## src/rtl/trigger_seq.sv

```systemverilog
// Multi-stage value/mask trigger sequencer on a sample stream; 1-cycle register slice, samples forwarded unchanged with event tags.
// Backpressure: sti_tready = sto_tready | ~sto_tvalid; FSM and counters only move on accepted samples.
module trigger_seq #(
  parameter int BAW = 8,
  parameter int BDW = 32,
  parameter int SDW = 32,
  parameter int SEW = 2,
  parameter int TMN = 4,
  parameter int TSN = 4,
  parameter int TCW = 16
) (
  input  logic           clk,
  input  logic           rst,
  output logic           bus_wready,
  input  logic           bus_wvalid,
  input  logic [BAW-1:0] bus_waddr,
  input  logic [BDW-1:0] bus_wdata,
  output logic           sti_tready,
  input  logic           sti_tvalid,
  input  logic [SDW-1:0] sti_tdata,
  input  logic           sto_tready,
  output logic           sto_tvalid,
  output logic [SEW-1:0] sto_tevent,
  output logic [SDW-1:0] sto_tdata,
  output logic           trg_done
);

  localparam int SIW = (TSN > 1) ? $clog2(TSN) : 1;

  typedef enum logic [1:0] {IDLE = 2'd0, RUN = 2'd1, DONE = 2'd2} state_t;

  typedef struct packed {
    logic           last;
    logic [SEW-1:0] evt;
    logic           mode;
    logic [TMN-1:0] sel;
  } stage_cfg_t;

  logic           live;
  state_t         state_q, state_d;
  logic [SIW-1:0] stage_q, stage_d;
  logic [TCW-1:0] cnt_q, cnt_d;

  logic [SDW-1:0] mval  [TMN];
  logic [SDW-1:0] mmask [TMN];
  stage_cfg_t     scfg  [TSN];
  logic [TCW-1:0] scnt  [TSN];

  logic           wr, ctl_wr, xfer;
  logic [TMN-1:0] hit;
  stage_cfg_t     cur;
  logic [TCW-1:0] thr;
  logic [TCW:0]   cnt_p1;
  logic           cond, reach, last_stage, stage_hit;
  logic [SEW-1:0] evt_tag;
  logic           unused_bits;

  assign unused_bits = ^bus_wdata;

  assign bus_wready = live;
  assign sti_tready = live & (sto_tready | ~sto_tvalid);
  assign wr         = bus_wvalid & bus_wready;
  assign ctl_wr     = wr & (bus_waddr == '0);
  assign xfer       = sti_tvalid & sti_tready;
  assign trg_done   = (state_q == DONE);

  always_ff @(posedge clk or posedge rst) begin
    if (rst) live <= 1'b0;
    else     live <= 1'b1;
  end

  always_ff @(posedge clk or posedge rst) begin
    if (rst) begin
      for (int m = 0; m < TMN; m++) begin
        mval[m]  <= '0;
        mmask[m] <= '0;
      end
      for (int s = 0; s < TSN; s++) begin
        scfg[s] <= '0;
        scnt[s] <= '0;
      end
    end else if (wr) begin
      for (int m = 0; m < TMN; m++) begin
        if (bus_waddr == BAW'(16 + 2 * m)) mval[m]  <= bus_wdata[SDW-1:0];
        if (bus_waddr == BAW'(17 + 2 * m)) mmask[m] <= bus_wdata[SDW-1:0];
      end
      for (int s = 0; s < TSN; s++) begin
        if (bus_waddr == BAW'(32 + s))
          scfg[s] <= '{last: bus_wdata[24], evt: bus_wdata[16 +: SEW],
                       mode: bus_wdata[8], sel: bus_wdata[TMN-1:0]};
        if (bus_waddr == BAW'(48 + s)) scnt[s] <= bus_wdata[TCW-1:0];
      end
    end
  end

  // Matchers and stage qualification use the registered (pre-write) config.
  always_comb begin
    hit = '0;
    for (int m = 0; m < TMN; m++)
      hit[m] = (((sti_tdata ^ mval[m]) & mmask[m]) == '0);
  end

  assign cur        = scfg[stage_q];
  assign cond       = cur.mode ? (&(hit | ~cur.sel)) : (|(hit & cur.sel));
  assign thr        = (scnt[stage_q] == '0) ? TCW'(1) : scnt[stage_q];
  assign cnt_p1     = {1'b0, cnt_q} + (TCW + 1)'(1);
  assign reach      = (cnt_p1 >= {1'b0, thr});
  assign last_stage = cur.last | (stage_q == SIW'(TSN - 1));
  assign stage_hit  = (state_q == RUN) & xfer & cond & reach;

  always_ff @(posedge clk or posedge rst) begin
    if (rst) begin
      state_q <= IDLE;
      stage_q <= '0;
      cnt_q   <= '0;
    end else begin
      state_q <= state_d;
      stage_q <= stage_d;
      cnt_q   <= cnt_d;
    end
  end

  always_comb begin
    state_d = state_q;
    stage_d = stage_q;
    cnt_d   = cnt_q;
    if (ctl_wr) begin
      state_d = bus_wdata[0] ? RUN : IDLE;
      stage_d = '0;
      cnt_d   = '0;
    end else begin
      case (state_q)
        RUN: begin
          if (xfer && cond) begin
            if (reach) begin
              cnt_d = '0;
              if (last_stage) state_d = DONE;
              else            stage_d = stage_q + SIW'(1);
            end else if (!(&cnt_q)) begin
              cnt_d = cnt_q + TCW'(1);
            end
          end
        end
        default: ;
      endcase
    end
  end

  always_comb begin
    evt_tag = '0;
    if (stage_hit) evt_tag = cur.evt;
  end

  always_ff @(posedge clk or posedge rst) begin
    if (rst) begin
      sto_tvalid <= 1'b0;
      sto_tdata  <= '0;
      sto_tevent <= '0;
    end else if (sti_tready) begin
      sto_tvalid <= sti_tvalid;
      if (sti_tvalid) begin
        sto_tdata  <= sti_tdata;
        sto_tevent <= evt_tag;
      end
    end
  end

endmodule
```

## config.mk

```make
export PLATFORM = sky130hd
export DESIGN_NAME = trigger_seq
export DESIGN_NICKNAME = d
export VERILOG_FILES = /design/src/rtl/trigger_seq.sv
export SDC_FILE = /design/constraint.sdc
export NUM_CORES = 1
export LEC_CHECK = 0
export BUFFER_PORTS_ARGS = -buffer_cell sky130_fd_sc_hd__buf_2
export CORE_MARGIN = 2
export CORE_UTILIZATION = 65
export DETAILED_ROUTE_END_ITERATION = 7
export PLACE_DENSITY = 0.9
export SYNTH_ARGS = -nofsm -noshare
export SYNTH_HDL_FRONTEND = slang
export SYNTH_SLANG_ARGS = --single-unit
```

## constraint.sdc

```tcl
create_clock -name clk -period 32.8 [get_ports clk]
set_input_delay 9.84 -clock clk [delete_from_list [all_inputs] [get_ports clk]]
set_output_delay 9.84 -clock clk [all_outputs]
set_load 0.01 [all_outputs]
```

==> metrics.txt, run 1 <==
insertion delay to the later sink of the worst-skew pair=0.56 ns; final worst setup slack=12.66 ns; # resized after CTS=0; Tmin final=20.14 ns; predominant post-synthesis flop cell=dfrtp_1; hold_buf cts=0; CTS tree=built; Max Slew Vio Count=0; fin crit share=61.4%; Starting DRT DRC Count=824; GRT Total Usage=29.8%; Worst Hold Class=reg -> reg; Crit Path Category=in -> out; Final #Nets=1508; Placed Instances=1754; Via density=6.32; I/O pin cnt=115; Synthesized Nets=1440; Final Power=1.11 mW; Crit. End Element=output pin; Synth Instances=1345; Worst Tran Pin Value=1.27 ns; ratio of cells with drive above 1 in the final layout=42.5%; Post-synth EDFFs=0; sequential share of the synthesized area=54.4%; Unique masters post-synth=48; asr flop ratio synth=100%; initial antenna violation count=2; Clock Pin Slew Worst Setup and Hold Paths=0.06 ns; setup bufs post-CTS=0; synthesized area=18800 um^2; CP Launch Type=input pin; worst path cell trace=buf_2, o21a_1, buf_2; DR vias=11600; DR WL/cell=24.6 um; Max VDD drop=0.0000531 V; root buffer cell=clkbuf_16; remaining antenna violation count=0; unrepaired setup endpoints after global routing=no; first-pass GRT wire length=69.5 mm; num rows=62; CP required=22.96 ns; Die H=174 um; CTS max path bufs=3; Congestion Overflow GR=0; area delta synth->final=11.0%; final setup fails=0; Setup TNS=0 ns; initial core utilization=65.7%; worst stage delay on the critical path=0.20 ns; Slowest-stage cell, CP=o21a_1; #FFs+latches synth=408; TritonRoute pass-1 iters=5; area of the core=28500 um^2; H-tree depth=2; Non-Filler Instances=1829; pin count of the biggest net entering global routing=142; clock skew=0.0257 ns; gpl congestion=0.870; TritonCTS Buffers=41; Leakage=10.6 nW; die width=174 um; Syn Area/Cell=14.0 um^2; detailed placement HPWL=28.2 mm; status=finished clean; Fin Hold WS=0.492 ns; pre-CTS setup slack=12.66 ns; max cap viols=0; maximum clock rate=49.7 MHz; critical path arrival=10.30 ns; TritonCTS Sinks=408; most frequent CP cell=buf_2; Post-Route WL=44.9 mm; port bufs=114; crit-path max FO=4; Die ar.=30300 um^2; Fin. Hold Viols=0; pwr/cell area=53.2 nW/um^2; relative slew slack=15.2%; yosys warns=0; DR DRC count=0; vias in the first global route=12600
[through the flow]
step	instance area, um^2	util [%]
final	20800	72.9
after global placement	19400	68.0
after CTS	20800	72.9
after detailed placement	19400	68.0
after floorplan	18800	-
after global routing	20800	72.9
[power breakdown]
part / switching (mW) / internal, mW / leakage, nW
combinational: 0.0552 / 0.0362 / 4.29
sequential: 0.0110 / 0.523 / 5.59
clock: 0.199 / 0.283 / 0.690
[cells by family after synthesis]
group / synth area share (%)
mux: 26.7
flops: 54.4
xor+xnor: 6.63
simple gates: 3.76
buf+inv: 3.19
compound gates: 4.09
fa+ha+maj: 1.20
other cells: 0.0200
[registers in the layout, indices dropped and copies added (netlist names)]
signal / flops
bus_wready: 1
cnt_q: 16
mmask: 128
mval: 128
scfg: 32
scnt: 64
stage_q: 2
state_q: 2
sto_tdata: 32
sto_tevent: 2
sto_tvalid: 1
[worst paths after layout]
path	from	to	slack (ns)	cells past startpoint
max in group asynchronous	rst	mmask[0]$_DFFE_PP0P_	21.05	4
max reg2reg	stage_q[0]$_DFFE_PP0P_	cnt_q[5]$_DFFE_PP0P_	28.61	16
max	sto_tready	sti_tready	12.66	3
min reg2reg	sto_tevent[0]$_DFFE_PP0P_	sto_tevent[0]$_DFFE_PP0P_	0.49	1
min	sto_tevent[0]$_DFFE_PP0P_	sto_tevent[0]$_DFFE_PP0P_	0.49	1
min in group asynchronous	rst	scnt[15]$_DFFE_PP0P_	9.51	2
[critical path, delay by kind of cell]
family          cells  cell delay (ns)
compound gates      1             0.20
buf+inv             2             0.25
[routing by layer]
layer | share of wire (%) | wire length [um] | up-vias | GRT usage (%)
met5 | 0.029 | 13 | - | 0
met4 | 5.4 | 2450 | 2 | 16.0
met3 | 6.0 | 2680 | 152 | 5.31
met2 | 50 | 22400 | 436 | 50.3
met1 | 39 | 17400 | 6030 | 37.1
li1 | - | - | 4942 | -
[Yosys cell counts (all sizes together), types with 7 or more instances]
| cell type | number | area (um^2) |
|---|---|---|
| mux4 | 24 | 541 |
| nand2 | 37 | 139 |
| buf | 55 | 352 |
| inv | 20 | 75.1 |
| ha | 18 | 225 |
| xnor2 | 10 | 87.6 |
| a22oi | 65 | 493 |
| nor2 | 13 | 48.8 |
| nor4 | 7 | 50.1 |
| mux2i | 15 | 150 |
| dfrtp | 408 | 10200 |
| clkbuf | 46 | 173 |
| nor2b | 9 | 58.8 |
| nand4 | 27 | 169 |
| mux2 | 384 | 4320 |
| xor2 | 132 | 1160 |
| nand3 | 21 | 105 |
[placed cells by master, fill, tap and decap left out, drive strengths merged, types with 13 or more instances in the layout]
cell    count
buf       126
nand4      27
xor2      132
mux2      384
nand3      21
dfrtp     408
a22oi      65
inv        21
clkbuf     60
nor2       13
mux4       24
mux2i      15
ha         18
nand2      37
[cell type report]
type                    count  area (um^2)
well taps                 384          480
fillers                  1801         7720
clock inverters            14          178
clock buffers              60         1220
inverters                  20         82.6
flip-flops and latches    408        10200
repair buffers            126          661
multi-input cells         816         7990
diodes                      1         2.50
No activity file was read; power rests on OpenSTA's default activity.
==> run 2: changes to the inputs <==
ABC_AREA = 1   (was default)
CORE_UTILIZATION = 61   (was 65)
PLACE_DENSITY = 0.86   (was 0.9)
clock period = 18.8 ns   (was 32.8 ns; I/O delays follow)
==> metrics.txt, run 2 <==
CTS tree=built; CP Launch Type=input pin; TritonCTS Sinks=408; relative slew slack=26.6%; yosys warns=0; Unique masters post-synth=39; Antenna diodes=0; # resized after CTS=0; Slowest-stage cell, CP=buf_2; WP depth=6; clock skew=0.0116 ns; insertion delay to the later sink of the worst-skew pair=0.54 ns; Synth Instances=2301; Clk pwr share=42.3%; CP required=13.16 ns; CTS max path bufs=3; commonest non-fill, non-tap cells in the layout=nand2_1, o21ai_0, dfrtp_1, inv_1, nand3_1; Seq pwr share=49.6%; DR vias=16100; Leakage=10.2 nW; Net Sw Power=460 uW; depth of the most critical reg-to-reg path=17; Post-synth top cells=nand2_1, dfrtp_1, o21ai_0; ratio of cells with drive above 1 in the final layout=9.69%; CP Buf/Inv Count=4; unrepaired setup endpoints after global routing=no; initial core utilization=61.7%; root buffer cell=clkbuf_16; Placed Instances=2716; Synth top area share=54.3%; I/O pin cnt=115; maximum clock rate=85.2 MHz; Max VDD drop=0.0000767 V; TritonRoute pass-1 iters=8; Die H=180 um; DR WL/cell=16.6 um; remaining antenna violation count=0; sequential share of the synthesized area=54.3%; Synthesized Nets=2396; Syn Area/Cell=8.17 um^2; TritonCTS Buffers=42; FILL cells=2313; gpl congestion=0.844; final setup fails=0; Post-Route WL=46.2 mm; synthesized area=18800 um^2; max cap viols=0; Worst Hold Class=reg -> reg; area leader, netlist=dfrtp_1; fin crit share=62.4%; critical path arrival=6.10 ns; first-pass GRT wire length=76.8 mm; Starting DRT DRC Count=1553; area delta synth->final=11.0%; vias in the first global route=15700; port bufs=114; detailed placement HPWL=30.1 mm; Fin. Hold Viols=0; Max Slew Vio Count=0; Crit Path Category=in -> out; largest registers=mmask: 128 flops, mval: 128 flops, scnt: 64 flops; area of the core=30500 um^2; Final #Nets=2459; Crit. End Element=output pin; Worst Tran Pin Value=1.10 ns; Switching Fraction=24.5%; Congestion Overflow GR=0; GRT Total Usage=28.9%; crit-path max FO=2; Tmin final=11.74 ns; Die ar.=32300 um^2; CP top delay family=buffers and inverters; die width=180 um; hold_buf cts=0; worst stage delay on the critical path=0.13 ns; predominant post-synthesis flop cell=dfrtp_1; Hold Path Depth=2; pin count of the biggest net entering global routing=197; Clock Pin Slew Worst Setup and Hold Paths=0.06 ns; setup bufs post-CTS=0; DR DRC count=0; Via density=5.77; #FFs+latches synth=408; Non-Filler Instances=2791; num rows=64; pwr/cell area=89.9 nW/um^2; largest cells by area after synthesis=dfrtp_1, nand2_1, o21ai_0, nand3_1, inv_1; initial antenna violation count=1; Post-synth EDFFs=0; commonest non-fill, non-tap cell in the layout=nand2_1; status=finished clean; power share of the combinational group=8.1%; asr flop ratio synth=100%; worst path cell trace=buf_2, inv_1, nand2_1, nand2_1, inv_1, buf_2; Setup TNS=0 ns; Internal Power=1.42 mW; most frequent cell after synthesis=nand2_1; H-tree depth=2
## run 2: path summary, 6_finish.rpt
kind / slack, ns / startpoint / endpoint
worst max-delay path: 7.06 / sto_tready / sti_tready
worst min-delay path: 0.48 / sto_tdata[1]$_DFFE_PP0P_ / sto_tdata[1]$_DFFE_PP0P_
worst max register to register: 14.87 / stage_q[1]$_DFFE_PP0P_ / cnt_q[10]$_DFFE_PP0P_
worst min register to register: 0.48 / sto_tdata[1]$_DFFE_PP0P_ / sto_tdata[1]$_DFFE_PP0P_
max in group asynchronous: 11.04 / rst / scfg[24]$_DFFE_PP0P_
min in group asynchronous: 5.26 / rst / mval[37]$_DFFE_PP0P_
## run 2: cells by family (layout without fill, tap and decap cells)
group | after synthesis | after routing | synth area share [%]
flip-flops | 408 | 408 | 54.3
AND/OR/NAND/NOR | 1119 | 1119 | 25.0
other | 1 | 1 | 0.0199
AO/OA/AOI/OAI | 470 | 470 | 13.2
XOR/XNOR | 13 | 13 | 0.605
buffers and inverters | 272 | 366 | 5.74
adder cells (fa/ha/maj) | 18 | 18 | 1.20
## run 2: per-layer routing
metal  part of all wire [%]  wire length, um  global-route usage [%]  vias to the layer above
met3                    7.5             3490                    4.90                      129
met5                  0.028               13                       0                        -
li1                       -                -                       -                     7556
met4                    4.4             2040                    13.7                        2
met1                     41            18800                    38.0                     7780
met2                     47            21900                    47.3                      632
## run 2: worst reg2reg max path: cells and delay by family (launching register included)
family          cells  cell delay [ns]
simple gates        9             0.77
buf+inv             3             1.24
compound gates      4             1.01
flops               1             0.52
fa+ha+maj           1             0.29
## run 2: area by class of cell
type,instances,area [um^2],area share (%)
clock buffer,62,1240,5.93
timing repair buffer,129,696,3.33
tap,396,495,2.37
clock inverter,13,71.3,0.342
inverter,162,616,2.95
sequential,408,10200,48.9
multi-input combinational,1621,7550,36.2
## run 2: stage by stage
step                      power [mW]  utilization (%)  cell area [um^2]  hold WS, ns  worst slack [ns]
after global routing            1.95             68.4             20900        0.504              7.00
after detailed placement        1.10             64.1             19600        0.468              7.07
after floorplan                 1.04                -             18800        0.448              1.81
after CTS                       1.89             68.4             20900        0.483              7.07
after global placement          1.09             64.1             19600        0.461              7.07
final                           1.88             68.4             20900        0.476              7.06
## run 2: power by group through the flow
stage          combinational [mW]  clock [mW]  sequential, mW
6_report                    0.152       0.794           0.932
3_5_place_dp                0.151           0           0.947
3_3_place_gp                0.145           0           0.945
5_1_grt                     0.174       0.838           0.935
4_1_cts                     0.153       0.803           0.931
2_1_floorplan              0.0899           0           0.950
==> run 3: changes to the inputs <==
CORE_UTILIZATION = 55   (was 61)
PLACE_DENSITY = 0.82   (was 0.86)
clock period = 9.7 ns   (was 18.8 ns; I/O delays follow)
==> metrics.txt, run 3 (same netlist as run 2, synthesis figures left out) <==
Max VDD drop=0.000135 V; worst stage delay on the critical path=0.13 ns; status=finished clean; crit-path max FO=2; Final Power=3.63 mW; area of the multi-input gates=7550 um^2; Leakage=10.1 nW; GR peak layer=met2; initial antenna violation count=2; grt met3 use=4.45%; CP Launch Type=input pin; # resized after CTS=0; Congestion Overflow GR=0; Worst Hold Class=reg -> reg; TritonCTS Buffers=43; area of the core=33600 um^2; depth of the most critical reg-to-reg path=17; Fin. Hold Viols=0; met2 Track Usage GR=43.3%; clock skew=0.0158 ns; Via density=5.59; Crit. End Element=output pin; maximum clock rate=160 MHz; Tmin final=6.25 ns; FILL cells=2808; Worst Tran Pin Value=1.12 ns; I/O pin cnt=115; DR vias=15900; largest registers=mmask: 128 flops, mval: 128 flops, scnt: 64 flops; ratio of cells with drive above 1 in the final layout=9.43%; commonest non-fill, non-tap cell in the layout=nand2_1; num rows=67; Clock Pin Slew Worst Setup and Hold Paths=0.06 ns; Die H=189 um; Post-Route WL=46.7 mm; port bufs=114; Crit Path Category=in -> out; final setup fails=0; Slowest-stage cell, CP=buf_2; CP required=6.79 ns; gpl congestion=0.859; Antenna diodes=0; Final #Nets=2461; CTS tree=built; pin count of the biggest net entering global routing=194; worst path cell trace=buf_2, inv_1, nand2_1, nand2_1, inv_1, buf_2; detailed placement HPWL=31.1 mm; critical path arrival=3.34 ns; setup bufs post-CTS=0; max cap viols=0; initial core utilization=56.0%; area delta synth->final=11.2%; insertion delay to the later sink of the worst-skew pair=0.55 ns; CP top delay family=buffers and inverters; GRT Total Usage=26.7%; WP depth=6; FF+latch area=10200 um^2; Max Slew Vio Count=0; Starting DRT DRC Count=1484; CTS max path bufs=3; die width=189 um; Hold Path Depth=2; remaining antenna violation count=0; Die ar.=35700 um^2; CP Buf/Inv Count=4; root buffer cell=clkbuf_16; pwr/cell area=174 nW/um^2; relative slew slack=25.2%; H-tree depth=2; vias in the first global route=15400; M1 GR Usage=36.3%; Setup TNS=0 ns; TritonRoute pass-1 iters=8; commonest non-fill, non-tap cells in the layout=nand2_1, o21ai_0, dfrtp_1, inv_1, nand3_1; hold_buf cts=0; first-pass GRT wire length=77.2 mm; TritonCTS Sinks=408; unrepaired setup endpoints after global routing=no; DR WL/cell=16.4 um; fin crit share=64.5%; DR DRC count=0
[run 3: layer usage]
layer / vias up / wire length (um)
met5: - / 26
met1: 7710 / 19800
met3: 107 / 3420
met2: 525 / 22000
li1: 7557 / -
met4: 4 / 1530
[run 3: worst paths after layout]
path / slack, ns / endpoint / start
hold / removal: 0.48 / sto_tevent[0]$_DFFE_PP0P_ / sto_tevent[0]$_DFFE_PP0P_
setup reg to reg: 5.66 / cnt_q[10]$_DFFE_PP0P_ / stage_q[1]$_DFFE_PP0P_
setup / recovery: 3.45 / sti_tready / sto_tready
max in group asynchronous: 5.53 / mval[12]$_DFFE_PP0P_ / rst
hold reg to reg: 0.48 / sto_tevent[0]$_DFFE_PP0P_ / sto_tevent[0]$_DFFE_PP0P_
min in group asynchronous: 2.58 / bus_wready$_DFF_PP0_ / rst
[run 3: worst min-delay path, delay by kind of cell, from the launching register on]
kind / cells / cell delay (ns)
and+or+nand+nor: 2 / 0.10
DFF: 1 / 0.34
[run 3: layout make-up]
type / instances / area share, %
Tap cell: 448 / 2.68
Multi-Input combinational cell: 1621 / 36.1
Timing Repair Buffer: 130 / 3.36
Clock inverter: 9 / 0.269
Sequential cell: 408 / 48.8
Inverter: 162 / 2.93
Clock buffer: 67 / 5.86
[run 3: through the flow]
step	instances	hold slack, ns	utilization, %	setup WS (ns)	area [um^2]
2_1_floorplan	2301	0.448	-	1.29	18800
3_3_place_gp	2769	0.460	58.4	3.42	19600
3_5_place_dp	2769	0.461	58.4	3.44	19600
4_1_cts	2845	0.482	62.2	3.44	20900
5_1_grt	2845	0.497	62.2	3.40	20900
6_report	2845	0.478	62.2	3.45	20900
[run 3: report_power, final]
part           internal (mW)  switching [mW]
sequential              1.77          0.0385
clock                  0.868           0.662
combinational         0.0961           0.201
total                   2.73           0.901
